$ cat config.mk
export PLATFORM = sky130hd
export DESIGN_NAME = fetch_queue
export DESIGN_NICKNAME = d
export VERILOG_FILES = /design/src/rtl/fetch_queue_pkg.sv /design/src/rtl/fetch_queue_mem.sv /design/src/rtl/fetch_queue.sv
export SDC_FILE = /design/constraint.sdc
export NUM_CORES = 1
export LEC_CHECK = 0
export BUFFER_PORTS_ARGS = -buffer_cell sky130_fd_sc_hd__buf_2
export CAP_MARGIN = 10
export CORE_ASPECT_RATIO = 0.7
export CORE_MARGIN = 2
export CORE_UTILIZATION = 55
export DETAILED_ROUTE_END_ITERATION = 16
export PLACE_DENSITY_LB_ADDON = 0.05
export SKIP_LAST_GASP = 1
export SYNTH_ARGS = -nofsm -noshare
export SYNTH_HDL_FRONTEND = slang
export SYNTH_SLANG_ARGS = --single-unit
$ cat constraint.sdc
create_clock -name clock -period 4.05 [get_ports clock]
set_clock_uncertainty 0.2 [all_clocks]
set_input_delay 1.215 -clock clock [delete_from_list [all_inputs] [get_ports clock]]
set_output_delay 1.215 -clock clock [all_outputs]
set_load 0.02 [all_outputs]
$ cat src/rtl/fetch_queue_pkg.sv
// Shared types for the fetch -> decode path: instruction/address pair and the NOP word.
package fetch_queue_pkg;
   localparam int FQ_DATA_W = 32;
   localparam logic [FQ_DATA_W-1:0] NOP_INSTR = 32'h00000000;

   typedef struct packed {
      logic [FQ_DATA_W-1:0] instruction;
      logic [FQ_DATA_W-1:0] address;
   } fetch_pair_t;
endpackage

$ cat src/rtl/fetch_queue_mem.sv
// Register-array storage for the fetch queue: synchronous write, asynchronous read, no reset.
module fetch_queue_mem #(
   parameter int DEPTH = 4,
   parameter int PTR_W = 2,
   parameter int WIDTH = 64
) (
   input  logic             clock,
   input  logic             wr_en,
   input  logic [PTR_W-1:0] wr_addr,
   input  logic [WIDTH-1:0] wr_data,
   input  logic [PTR_W-1:0] rd_addr,
   output logic [WIDTH-1:0] rd_data
);
   logic [WIDTH-1:0] mem [DEPTH];

   always_ff @(posedge clock) begin
      if (wr_en) mem[wr_addr] <= wr_data;
   end

   assign rd_data = mem[rd_addr];
endmodule

$ cat src/rtl/fetch_queue.sv
// Instruction prefetch queue between fetch and decode; flush discards all held entries.
// Define FETCH_QUEUE_BYPASS_EN to forward input straight to output when the queue is empty.
module fetch_queue
   import fetch_queue_pkg::*;
#(
   parameter int DEPTH  = 4,
   parameter int PTR_W  = 2,
   parameter int DATA_W = FQ_DATA_W
) (
   input  logic              clock,
   input  logic              reset,
   input  logic              flush,
   input  logic              in_valid,
   output logic              in_ready,
   input  logic [DATA_W-1:0] in_instruction,
   input  logic [DATA_W-1:0] in_address,
   output logic              out_valid,
   input  logic              out_ready,
   output logic [DATA_W-1:0] out_instruction,
   output logic [DATA_W-1:0] out_address,
   output logic [PTR_W:0]    count
);
   localparam logic [PTR_W:0] FULL = (PTR_W+1)'(DEPTH);

   logic [PTR_W-1:0]    wr_ptr, rd_ptr;
   logic [PTR_W:0]      count_q;
   logic [2*DATA_W-1:0] rd_data;
   logic                stored, bypass, push, pop;

   assign stored   = (count_q != '0);
   assign in_ready = (count_q != FULL);

`ifdef FETCH_QUEUE_BYPASS_EN
   assign bypass = !stored && in_valid && !flush;
`else
   assign bypass = 1'b0;
`endif

   // A bypassed entry taken by decode in the same cycle never lands in storage.
   assign push = in_valid && in_ready && !flush && !(bypass && out_ready);
   assign pop  = stored && out_ready && !flush;

   always_ff @(posedge clock or posedge reset) begin
      if (reset) begin
         wr_ptr  <= '0;
         rd_ptr  <= '0;
         count_q <= '0;
      end else if (flush) begin
         wr_ptr  <= '0;
         rd_ptr  <= '0;
         count_q <= '0;
      end else begin
         if (push) wr_ptr <= wr_ptr + PTR_W'(1);
         if (pop)  rd_ptr <= rd_ptr + PTR_W'(1);
         case ({push, pop})
            2'b10:   count_q <= count_q + (PTR_W+1)'(1);
            2'b01:   count_q <= count_q - (PTR_W+1)'(1);
            default: count_q <= count_q;
         endcase
      end
   end

   fetch_queue_mem #(.DEPTH(DEPTH), .PTR_W(PTR_W), .WIDTH(2*DATA_W)) u_mem (
      .clock   (clock),
      .wr_en   (push),
      .wr_addr (wr_ptr),
      .wr_data ({in_instruction, in_address}),
      .rd_addr (rd_ptr),
      .rd_data (rd_data)
   );

   always_comb begin
      out_valid       = stored || bypass;
      out_instruction = DATA_W'(NOP_INSTR);
      out_address     = '0;
      if (stored) begin
         out_instruction = rd_data[2*DATA_W-1:DATA_W];
         out_address     = rd_data[DATA_W-1:0];
      end else if (bypass) begin
         out_instruction = in_instruction;
         out_address     = in_address;
      end
   end

   assign count = count_q;

   a_count_range: assert property (@(posedge clock) disable iff (reset) count_q <= FULL);
endmodule

======== Yosys cells after proc, flatten, opt, wreduce, memory -nomap -nowiden ========
Memory sizes are Yosys's and may differ from the RTL's.
Cells that the tools add are included.
Widths: inputs -> output; s select.
storage, ports and cells
  flip-flop bits (word level) ............. 7
  memory bits (writable) .................. 256
  input port bits ......................... 69
  output and inout bits ................... 69
  word-level logic and storage cells ...... 30
  memories ................................ 1
operators by class
  add/sub/neg operators ................... 4
  eq/ne operators ......................... 3
  multiplexer cells ....................... 10
  reduce and logical (&&, ||, !) cells .... 9
memory list
  name       depth  width  read ports  clocked after Yosys merged registers in  wr ports  line                   RTL
  u_mem.mem  4      64     1           0                                        1         fetch_queue_mem.sv:14  logic [WIDTH-1:0] mem [DEPTH];
operators by type and width
  operator             count
  $mux 32              2
  $mux 2               4
  $pmux 3 s2           1
  $reduce_bool 3->1    2
  $add 2x1->2 const B  2
  $logic_and 1x1->1    4
  $reduce_bool 2->1    2
  $add 3x1->3 const B  1
  $mux 3               1
  $ne 3x3->1 const B   1
  $sub 3x1->3 const B  1
  $eq 2x1->1 const B   1
  $eq 2x2->1 const B   1
  $mux 1               2
  $logic_not 1->1      1

======== Logic depth before layout (Yosys ltp) ========
Gate-level depths: netlist of the first run.
  word-level depth ........................ 6
  gate-level depth with buffers ........... 7

======== Modules after synthesis ========
A second synthesis of the first run with hierarchy kept.
second synthesis, totals
  cells, all modules ...................... 464
  area, all modules ....................... 10301.1 sq um
modules (own cells, without submodules)
  module           instances  cells each  area each (sq um)
  fetch_queue_mem  1          338         9341.5
  fetch_queue      1          126         959.7

======== Worst setup path after synthesis of the first run ========
Ideal clock, no wire load.
  kind .................................... input -> register
  start point ............................. input port in_valid
  end point ............................... memory u_mem.mem[2][0], enable pin
  arrival time ............................ 3.376 ns
  data required time ...................... 3.421 ns
  slack ................................... 0.045 ns
  stages on the path ...................... 4
  path buffers ............................ 1
  path through ............................ clkbuf_1 > inv_1 > nor3_1 > and2_1
between the ends
  word-level cells in the longest chain between the ends .. 4
ends and longest elaborated chain
  item                            line                   RTL
  start, declared                 fetch_queue.sv:13      input logic in_valid,
  $logic_and 1x1->1 (2 in a row)  fetch_queue.sv:40      assign push = in_valid && in_ready && !flush && !(bypass && out_ready);
  $mux 1                          fetch_queue_mem.sv:17  if (wr_en) mem[wr_addr] <= wr_data;
  $mux 1 (implied by the code)    fetch_queue_mem.sv:17
  end, declared                   fetch_queue_mem.sv:14
Every way passes these cells.

======== Worst setup path in the final report of the first run ========
  start point ............................. register rd_ptr[0]
  end point ............................... output port out_address[6]
between the ends
  word-level cells in the longest chain between the ends .. 2
ends and longest elaborated chain
  item                    line               RTL
  start, declared         fetch_queue.sv:25  logic [PTR_W-1:0] wr_ptr, rd_ptr;
  start signal, assigned  fetch_queue.sv:54  if (pop) rd_ptr <= rd_ptr + PTR_W'(1);
  $mem_v2 4x64            n/a
  $mux 32                 fetch_queue.sv:76  if (stored) begin
  end, declared           fetch_queue.sv:20  output logic [DATA_W-1:0] out_address,
Every way passes these cells.

==> results of run 1 <==
==> repair_timing <==
action                                 4_1_cts  5_1_grt
buffers inserted                             0        0
hold buffers                                 0        0
endpoints found under the hold margin        0        0
setup endpoints to repair                    0       64
resized for setup                            0        1
==> worst max-delay path by stage <==
stage / startpoint / end / slack [ns] / depth (start not counted)
finish: rd_ptr[0] / out_address[6] / 0.28 / 4
global route: rd_ptr[0] / out_instruction[14] / 0.14 / 4
CTS: count[1] / out_address[24] / 0.008 / 3
detailed placement: count[1] / out_address[24] / 0.56 / 3
global placement: count[1] / out_instruction[12] / 0.65 / 3
floorplan: in_valid / u_mem.mem[2][0] / 0.04 / 4
==> placed cells by master (no fill, tap or decap), types with 2 or more instances in the layout <==
master and instances:
clkinv_2 2, ha_1 4, dfrtp_4 2, and2_4 4, buf_2 137, buf_12 6, nor3_1 2, a21oi_1 3
nand2_1 2, nor2_1 5, clkbuf_16 25, mux4_2 64, o21ai_0 2, xor2_1 2, nand2b_1 2, nand3_1 4
clkbuf_8 3, diode_2 2, o2111ai_1 2, and2_1 64, inv_1 7, clkbuf_1 11, edfxtp_1 256, dfrtp_1 5
buf_4 7
==> worst max-delay path, stage by stage (launching register included) <==
cell and delay [ns]:
dfrtp_4 0.62, buf_4 0.34, mux4_2 0.55, and2_1 0.18, buf_2 0.16
==> registers in the layout (all words and copies together) (netlist names) <==
name / cells
u_mem.mem: 256
count: 3
rd_ptr: 2
wr_ptr: 2
==> cell usage after synthesis (2+ instances only) <==
library cell | number | area, um2
edfxtp_1 | 256 | 7690
and2_1 | 68 | 425
mux4_2 | 64 | 1440
buf_2 | 9 | 45.0
dfrtp_1 | 7 | 175
inv_1 | 7 | 26.3
buf_6 | 5 | 56.3
clkbuf_1 | 5 | 18.8
nor2_1 | 5 | 18.8
clkbuf_2 | 4 | 20.0
ha_1 | 4 | 50.1
nand3_1 | 4 | 20.0
a21oi_1 | 3 | 15.0
buf_4 | 2 | 15.0
nand2_1 | 2 | 7.51
nand2b_1 | 2 | 12.5
nor3_1 | 2 | 10.0
o2111ai_1 | 2 | 17.5
o21ai_0 | 2 | 10.0
xor2_1 | 2 | 17.5
==> logic make-up after synthesis <==
family | Yosys count | share of synthesized area, %
xor gates and xnor gates | 3 | 0.257
muxes | 65 | 14.2
and+or+nand+nor | 87 | 5.11
AOI/OAI and AO/OA | 14 | 0.943
buffers and inverters | 33 | 1.81
adders and majority gates | 5 | 0.686
DFF | 263 | 77.0
==> metrics by stage <==
stage               instance area (um2)  total power, uW  hold slack [ns]  cells  setup WS [ns]
detailed placement                11200             3870            0.398    830          0.557
global placement                  11200             3850            0.379    830          0.649
floorplan                         10200             3630            0.357    470         0.0450
global route                      12000             6110            0.459    873          0.141
CTS                               12000             5940            0.411    872        0.00799
finish                            12000             5880            0.415    874          0.283
==> per-layer routing <==
metal	vias to the layer above	share of wire [%]
li1	2199	-
met1	2531	43
met2	135	50
met3	22	5.7
met4	4	1.6
met5	-	0.11
==> power by group <==
group | internal (uW) | switching, uW | total [uW]
clock network | 1190 | 886 | 2080
logic | 303 | 392 | 695
registers | 3070 | 39.4 | 3110
==> cell type report <==
cell class	count	area [um2]
fill	1251	6150
inverter	7	26.3
clock buffer	39	708
multi-input combinational	174	2180
sequential	263	7870
antenna	2	5.00
clock inverter	3	13.8
tap	236	295
timing repair buffer	150	858
==> results.tsv, run 1 <==
stage	metric	value	unit
global_route	grt_pass1_wl	28.8	mm
clock_network	htreeDepth	1	
power	leakage	0.00413	uW
clock_network	cts-root-buf	clkbuf_16	
outcome	outcome	finished, final reports clean	
clock_network	insertion_delay	0.50	ns
logic_synthesis	seq_area_frac_synth	77.0	%
logic_synthesis	synth_edf_count	256	
sta	hold_viol	0	
worst_hold_path	hp-start	wr_ptr[0]	
global_route	met2_usage	31.5	%
logic_synthesis	syn_area	0.0102	mm2
worst_hold_path	holdPathEnd	wr_ptr[0]	
clock_network	clockBufferDepth	3	
sta	min_period	3.77	ns
global_route	grt_max_degree	66	
sta	maxSlewViolCount	0	
setup_path	crit_arrival	2.35	ns
global_route	grtUsageMet3	4.34	%
logic_synthesis	synth-async-reset-ratio	2.66	%
drt	drt_drc_violations_left	0	
floorplan	core	0.0181	mm2
placed_design	port_buffers	137	
drt	vias	4891	
run	max_cap_viol_count	0	
worst_hold_path	hold_depth	2	
cells_and_area	fin_nets	695	
logic_synthesis	ys_ff_latch	263	
global_route	grt_pass1_vias	5237	
floorplan	std_cell_rows	41	
cells_and_area	drive_above_1_share	39.8	%
logic_synthesis	yosys_most_used_dff	edfxtp_1	
floorplan	die_w	167	um
logic_synthesis	syn_inst	470	
setup_path	worstPathMaxFanout	15	
sta	rsz0062_at_grt	no	
logic_synthesis	yosysUniqueCellTypes	35	
setup_path	worst_setup_path_end_kind	output pin	
drt	antenna_left	0	
drt	dr.pass1.iters	4	
worst_hold_path	hold_path_class	reg -> reg	
cells_and_area	synthToLayoutAreaGrowth	17.1	%
global_route	antenna_found_initial	3	
setup_path	reg2reg_depth	4	
sta	fin_setup_tns	0	ns
setup_path	critical_path_class	reg -> out	
setup_path	worst_r2r_endpoint	u_mem.mem[2][22]	
floorplan	die_h	118	um
cells_and_area	fin_util	66.0	%
global_route	grt.total_usage	19.1	%
logic_synthesis	synth_warnings	0	
clock_network	clk_pin_slew_worst_paths	0.06	ns
global_route	gr-usage-met1	26.3	%
setup_path	rr_startpoint	count[1]	
sta	max_freq	0.265	GHz
sta	finalCritPeriodShare	93.0	%
global_route	busiest_layer	met2	
power	powerDensity	491	mW/mm2
drt	routed_wl	18.4	mm
floorplan	dieArea	0.0197	mm2
clock_network	tritoncts	done	
sta	relSlewSlack	54.3	%
setup_path	critPathLaunchType	register	
placed_design	routabilityCongestion	0.793	
floorplan	start_util	56.4	%
setup_path	worstPathRequired	2.63	ns
placed_design	place_hpwl	11.1	mm
power	peakVddDrop	0.303	mV
clock_network	cts_buffers	25	
sta	worst_pin_slew	0.685	ns
drt	vias_per_cell	5.60	
setup_path	worst-r2r-setup-slack	1.59	ns
logic_synthesis	synth_nets	544	
drt	drtIter0Drc	285	
clock_network	cts_sinks	263	
logic_synthesis	syn_area_per_cell	21.7	um2
global_route	grt_overflow	0	
drt	wl_per_cell	21.1	um
floorplan	io_pins	138	
sta	finalSetupViolCount	0	
Power figures use the tool's default switching activity.
==> inputs of run 2 (changes only) <==
--- a/config.mk
+++ b/config.mk
@@ -10,8 +10,9 @@
 export CORE_ASPECT_RATIO = 0.7
 export CORE_MARGIN = 2
 export CORE_UTILIZATION = 55
+export CTS_BUF_LIST = sky130_fd_sc_hd__clkbuf_4 sky130_fd_sc_hd__clkbuf_8 sky130_fd_sc_hd__clkbuf_16
 export DETAILED_ROUTE_END_ITERATION = 16
-export PLACE_DENSITY_LB_ADDON = 0.05
+export PLACE_DENSITY_LB_ADDON = 0.12
 export SKIP_LAST_GASP = 1
 export SYNTH_ARGS = -nofsm -noshare
 export SYNTH_HDL_FRONTEND = slang
==> run 2 against run 1 <==
Against the previous run: first-iteration DRC count grew 36%; final cell count grew 0.57%; power grew 1.2%; via count grew 1.3%; global-route usage grew 0.16 points; sequential share of layout area shrank 0.39 points; combinational power grew 0.9%; highest routed layer unchanged; critical endpoint is now out_instruction[29]; register-to-register slack lost 0.14 ns; clock-buffer cell count shrank 6; cell area grew 0.60%.
==> results.tsv, run 2 (synthesis results as in run 1) <==
stage	metric	value	unit	change
drt	dr.pass1.iters	7		+3
floorplan	dieArea	0.0197	mm2	unchanged
floorplan	die_h	118	um	unchanged
setup_path	worstPathMaxFanout	29		+14
clock_network	clockBufferDepth	3		unchanged
placed_design	place_hpwl	11.6	mm	+5.1%
floorplan	start_util	56.4	%	unchanged
sta	maxSlewViolCount	0		unchanged
global_route	grt_pass1_vias	5168		-1.3%
drt	routed_wl	18.8	mm	+1.8%
cells_and_area	largest_reg_flops	256		unchanged
sta	rsz0062_at_grt	no		
clock_network	cts-root-buf	clkbuf_16		
drt	wl_per_cell	21.4	um	+1.2%
drt	drtIter0Drc	389		+36%
drt	vias_per_cell	5.64		+0.73%
power	powerDensity	495	mW/mm2	+0.65%
drt	antenna_left	0		unchanged
global_route	antenna_found_initial	3		unchanged
drt	drt_drc_violations_left	0		unchanged
setup_path	crit_arrival	2.36	ns	about the same
sta	finalSetupViolCount	0		unchanged
placed_design	routabilityCongestion	0.729		-8.0%
power	total_power	5950	uW	+1.2%
cells_and_area	fin_util	66.4	%	+0.39 points
clock_network	postCtsSetupRepairBufs	0		unchanged
clock_network	clk_pin_slew_worst_paths	0.06	ns	about the same
cells_and_area	synthToLayoutAreaGrowth	17.8	%	
clock_network	insertion_delay	0.50	ns	about the same
worst_hold_path	hold_path_class	reg -> reg		
setup_path	worstPathRequired	2.63	ns	about the same
placed_design	port_buffers	137		unchanged
sta	worst_pin_slew	0.650	ns	-0.0349 ns
floorplan	std_cell_rows	41		unchanged
cells_and_area	fin_nets	698		+0.43%
clock_network	cts_buffers	25		unchanged
setup_path	worst_setup_path_end_kind	output pin		
sta	max_freq	0.265	GHz	-0.17%
clock_network	cts_sinks	263		unchanged
sta	min_period	3.77	ns	+0.00625 ns
cells_and_area	drive_above_1_share	41.2	%	+1.4 points
outcome	outcome	finished, final reports clean		
power	peakVddDrop	0.279	mV	-8.0%
clock_network	cts_hold_buf	0		unchanged
global_route	grt_overflow	0		unchanged
floorplan	core	0.0181	mm2	unchanged
sta	hold_viol	0		unchanged
power	leakage	0.00417	uW	+1.1%
drt	vias	4955		+1.3%
sta	relSlewSlack	56.6	%	+2.3 points
clock_network	tritoncts	done		
sta	fin_setup_tns	0	ns	unchanged
cells_and_area	top_register	u_mem.mem		
floorplan	die_w	167	um	unchanged
run	max_cap_viol_count	0		unchanged
cells_and_area	layout_commonest_cell	edfxtp_1		
global_route	grt_max_degree	66		unchanged
global_route	grt_pass1_wl	29.0	mm	+0.81%
floorplan	io_pins	138		unchanged
cells_and_area	final_cell_mix	256 x edfxtp_1, 137 x buf_2, 64 x mux4_2, 64 x and2_1, 25 x clkbuf_16		
sta	finalCritPeriodShare	93.2	%	+0.15 points
global_route	grt.total_usage	19.3	%	+0.16 points
setup_path	critical_path_class	reg -> out		
setup_path	critPathLaunchType	register		
clock_network	htreeDepth	1		unchanged
clock_network	post_cts_resized	0		unchanged
## run 2: changes by cell type in the layout (fill, tap and decap cells not counted), sizes merged
cell and change:
clkinv +5, bufinv +1, diode +2, clkbuf -6, buf +3
## run 2: worst max-delay path: stages (launching register included)
cell	delay [ns]
dfrtp_4	0.61
buf_12	0.30
mux4_2	0.59
and2_1	0.19
buf_2	0.15
## run 2: worst paths after layout
path	from	end	slack (ns)	cells past startpoint
setup / recovery	rd_ptr[0]	out_instruction[29]	0.28	4
max in group asynchronous	reset	rd_ptr[0]	2.93	2
min in group asynchronous	reset	count[0]	0.45	2
hold / removal	wr_ptr[0]	wr_ptr[0]	0.40	2
setup reg to reg	count[0]	u_mem.mem[0][11]	1.45	4
hold reg to reg	wr_ptr[0]	wr_ptr[0]	0.40	2
## run 2: cell type report
type                    count  area (um2)
fillers                  1227        6080
clock inverters             9        67.6
repair buffers            153         893
well taps                 236         295
multi-input cells         174        2180
flip-flops and latches    263        7870
clock buffers              33         686
inverters                   7        26.3
diodes                      4        10.0
## run 2: through the flow
stage               hold WS, ns  instance area [um2]  instances  setup WS, ns
global placement          0.372                11300        833         0.648
CTS                       0.398                12000        875        0.0312
global route              0.428                12000        875         0.152
finish                    0.402                12000        879         0.277
detailed placement        0.391                11300        833         0.589
floorplan                 0.357                10200        470        0.0450
## run 2: where the power goes
part / switching [uW] / total (uW) / internal (uW)
Sequential: 39.5 / 3110 / 3070
Clock: 897 / 2140 / 1250
Combinational: 395 / 701 / 306
## run 2: layer usage
layer	global-route usage, %	part of all wire (%)	up-vias
li1	-	-	2211
met3	4.27	6.8	32
met2	30.2	47	172
met5	0	0.069	-
met1	28.4	44	2538
met4	4.31	1.8	2
==> inputs of run 3 (changes only) <==
==> constraint.sdc (replaced) <==
create_clock -name clock -period 4.11 [get_ports clock]
set_clock_uncertainty 0.2 [all_clocks]
set_input_delay 1.233 -clock clock [delete_from_list [all_inputs] [get_ports clock]]
set_output_delay 1.233 -clock clock [all_outputs]
set_load 0.02 [all_outputs]
==> run 3 against run 2 <==
Against the previous run: clock power up 14%; utilization up 0.75 points; final cell count fell by 0.23%; global-route usage grew 0.24 points; setup slack better by 0.031 ns; combinational power shrank 2%; register-to-register slack improved by 0.06 ns; die area stayed put; critical endpoint unchanged.
==> results.tsv, run 3 (synthesis results as in run 1) <==
stage	metric	value	unit	change
clock_network	clockBufferDepth	3		unchanged
drt	vias_per_cell	5.66		+0.35%
drt	vias	4961		+0.12%
global_route	grt_pass1_wl	29.4	mm	+1.5%
global_route	grt_overflow	0		unchanged
sta	hold_ws	0.421	ns	+0.0187 ns
clock_network	postCtsSetupRepairBufs	0		unchanged
cells_and_area	synthToLayoutAreaGrowth	19.1	%	
sta	rsz0062_at_grt	no		
cells_and_area	drive_above_1_share	42.0	%	+0.87 points
global_route	grt.total_usage	19.5	%	+0.24 points
outcome	outcome	finished, final reports clean		
drt	routed_wl	18.8	mm	about the same
sta	min_period	3.80	ns	
setup_path	crit_arrival	2.37	ns	about the same
global_route	grt_pass1_vias	5242		+1.4%
drt	wl_per_cell	21.4	um	+0.24%
setup_path	path_cells	buf_12 > mux4_2 > and2_1 > buf_2		
floorplan	io_pins	138		unchanged
sta	fin_setup_tns	0	ns	unchanged
clock_network	cts_buffers	25		unchanged
sta	worst_pin_slew	0.664	ns	+0.0135 ns
clock_network	cts-root-buf	clkbuf_16		
cells_and_area	final_cell_mix	256 x edfxtp_1, 137 x buf_2, 64 x mux4_2, 64 x and2_1, 25 x clkbuf_16		
floorplan	die_w	167	um	unchanged
floorplan	start_util	56.4	%	unchanged
sta	hold_viol	0		unchanged
cells_and_area	multi_input_area	0.00218	mm2	unchanged
floorplan	die_h	118	um	unchanged
power	leakage	0.00423	uW	+1.3%
floorplan	core	0.0181	mm2	unchanged
run	max_cap_viol_count	0		unchanged
worst_hold_path	hold_path_class	reg -> reg		
clock_network	clk_pin_slew_worst_paths	0.06	ns	about the same
setup_path	crit_slowest_cell	dfrtp_4		
clock_network	tritoncts	done		
clock_network	htreeDepth	1		unchanged
sta	finalCritPeriodShare	92.5	%	
setup_path	worstPathRequired	2.68	ns	+0.05 ns
setup_path	critPathLaunchType	register		
sta	max_freq	0.263	GHz	
power	powerDensity	509	mW/mm2	+2.9%
sta	finalSetupViolCount	0		unchanged
setup_path	max_stage_delay	0.62	ns	about the same
cells_and_area	layout_commonest_cell	edfxtp_1		
placed_design	port_buffers	137		unchanged
setup_path	cp_num_buf_inv	2		unchanged
cells_and_area	largest_reg_flops	256		unchanged
setup_path	crit_family	flip-flops		
setup_path	worstPathMaxFanout	29		unchanged
clock_network	cts_sinks	263		unchanged
floorplan	std_cell_rows	41		unchanged
power	total_power	6190	uW	+4.1%
global_route	antenna_found_initial	4		+1
global_route	grt_max_degree	66		unchanged
drt	drtIter0Drc	433		+11%
cells_and_area	seqCellArea	0.00787	mm2	unchanged
floorplan	dieArea	0.0197	mm2	unchanged
placed_design	place_hpwl	11.5	mm	-1.2%
setup_path	critical_path_class	reg -> out		
drt	antenna_left	0		unchanged
clock_network	insertion_delay	0.51	ns	about the same
sta	maxSlewViolCount	0		unchanged
sta	relSlewSlack	55.7	%	-0.90 points
setup_path	worst_setup_path_end_kind	output pin		
drt	dr.pass1.iters	4		-3
power	peakVddDrop	0.305	mV	+9.3%
cells_and_area	fin_nets	696		-0.29%
cells_and_area	nFillCells	1237		+0.81%
placed_design	routabilityCongestion	0.731		+0.23%
cells_and_area	top_register	u_mem.mem		
drt	drt_drc_violations_left	0		unchanged
==> run 3: changes by cell type in the layout (fill, tap and decap cells not counted) <==
cell,delta
clkbuf_8,+3
clkinv_1,-5
clkinvlp_4,+3
diode_2,-3
buf_12,+1
buf_4,-3
clkinv_2,+1
clkbuf_4,-2
bufinv_16,+4
clkinv_4,-1
==> run 3: final timing paths <==
kind | endpoint | cells past startpoint | slack [ns] | start
worst min-delay path | wr_ptr[1] | 2 | 0.42 | wr_ptr[1]
max in group asynchronous | rd_ptr[0] | 2 | 2.99 | reset
worst max-delay path | out_instruction[29] | 4 | 0.31 | rd_ptr[0]
min in group asynchronous | count[2] | 2 | 0.45 | reset
worst min register to register | wr_ptr[1] | 2 | 0.42 | wr_ptr[1]
worst max register to register | u_mem.mem[2][10] | 4 | 1.51 | count[0]
==> run 3: through the flow <==
step / instance area [um2] / setup slack (ns) / utilization [%] / std cells
floorplan: 10200 / 0.0870 / - / 470
global placement: 11300 / 0.680 / 62.2 / 831
detailed placement: 11300 / 0.629 / 62.2 / 831
CTS: 12200 / 0.0714 / 67.2 / 876
global route: 12200 / 0.192 / 67.2 / 876
finish: 12200 / 0.308 / 67.2 / 877
==> run 3: timing repair <==
item,in CTS,in global routing
hold endpoints to repair,0,0
hold buffers,0,0
endpoints found under the setup margin,0,34
gates resized for setup,0,1
==> run 3: layer usage <==
metal / share of wire [%] / GRT usage [%] / vias up
met5: 0.22 / 0 / -
met4: 1.9 / 4.09 / 6
met3: 6.4 / 4.27 / 35
met2: 49 / 32.0 / 162
met1: 43 / 27.6 / 2544
li1: - / - / 2214
==> run 3: power breakdown <==
| part | internal, uW | switching, uW |
|---|---|---|
| Combinational | 302 | 386 |
| Sequential | 3020 | 39.4 |
| Clock | 1530 | 914 |
| Total | 4850 | 1340 |
==> run 3: area by class of cell <==
| type | instances | share of cell area, % |
|---|---|---|
| inverters | 7 | 0.216 |
| clock buffers | 34 | 5.85 |
| diodes | 1 | 0.0206 |
| clock inverters | 11 | 1.54 |
| flip-flops and latches | 263 | 64.7 |
| repair buffers | 151 | 7.32 |
| multi-input cells | 174 | 17.9 |
| well taps | 236 | 2.43 |
==> run 3: worst min-delay path: stages, from the launching register on <==
cell	delay [ns]
dfrtp_1	0.41
o21ai_0	0.09
a21oi_1	0.07
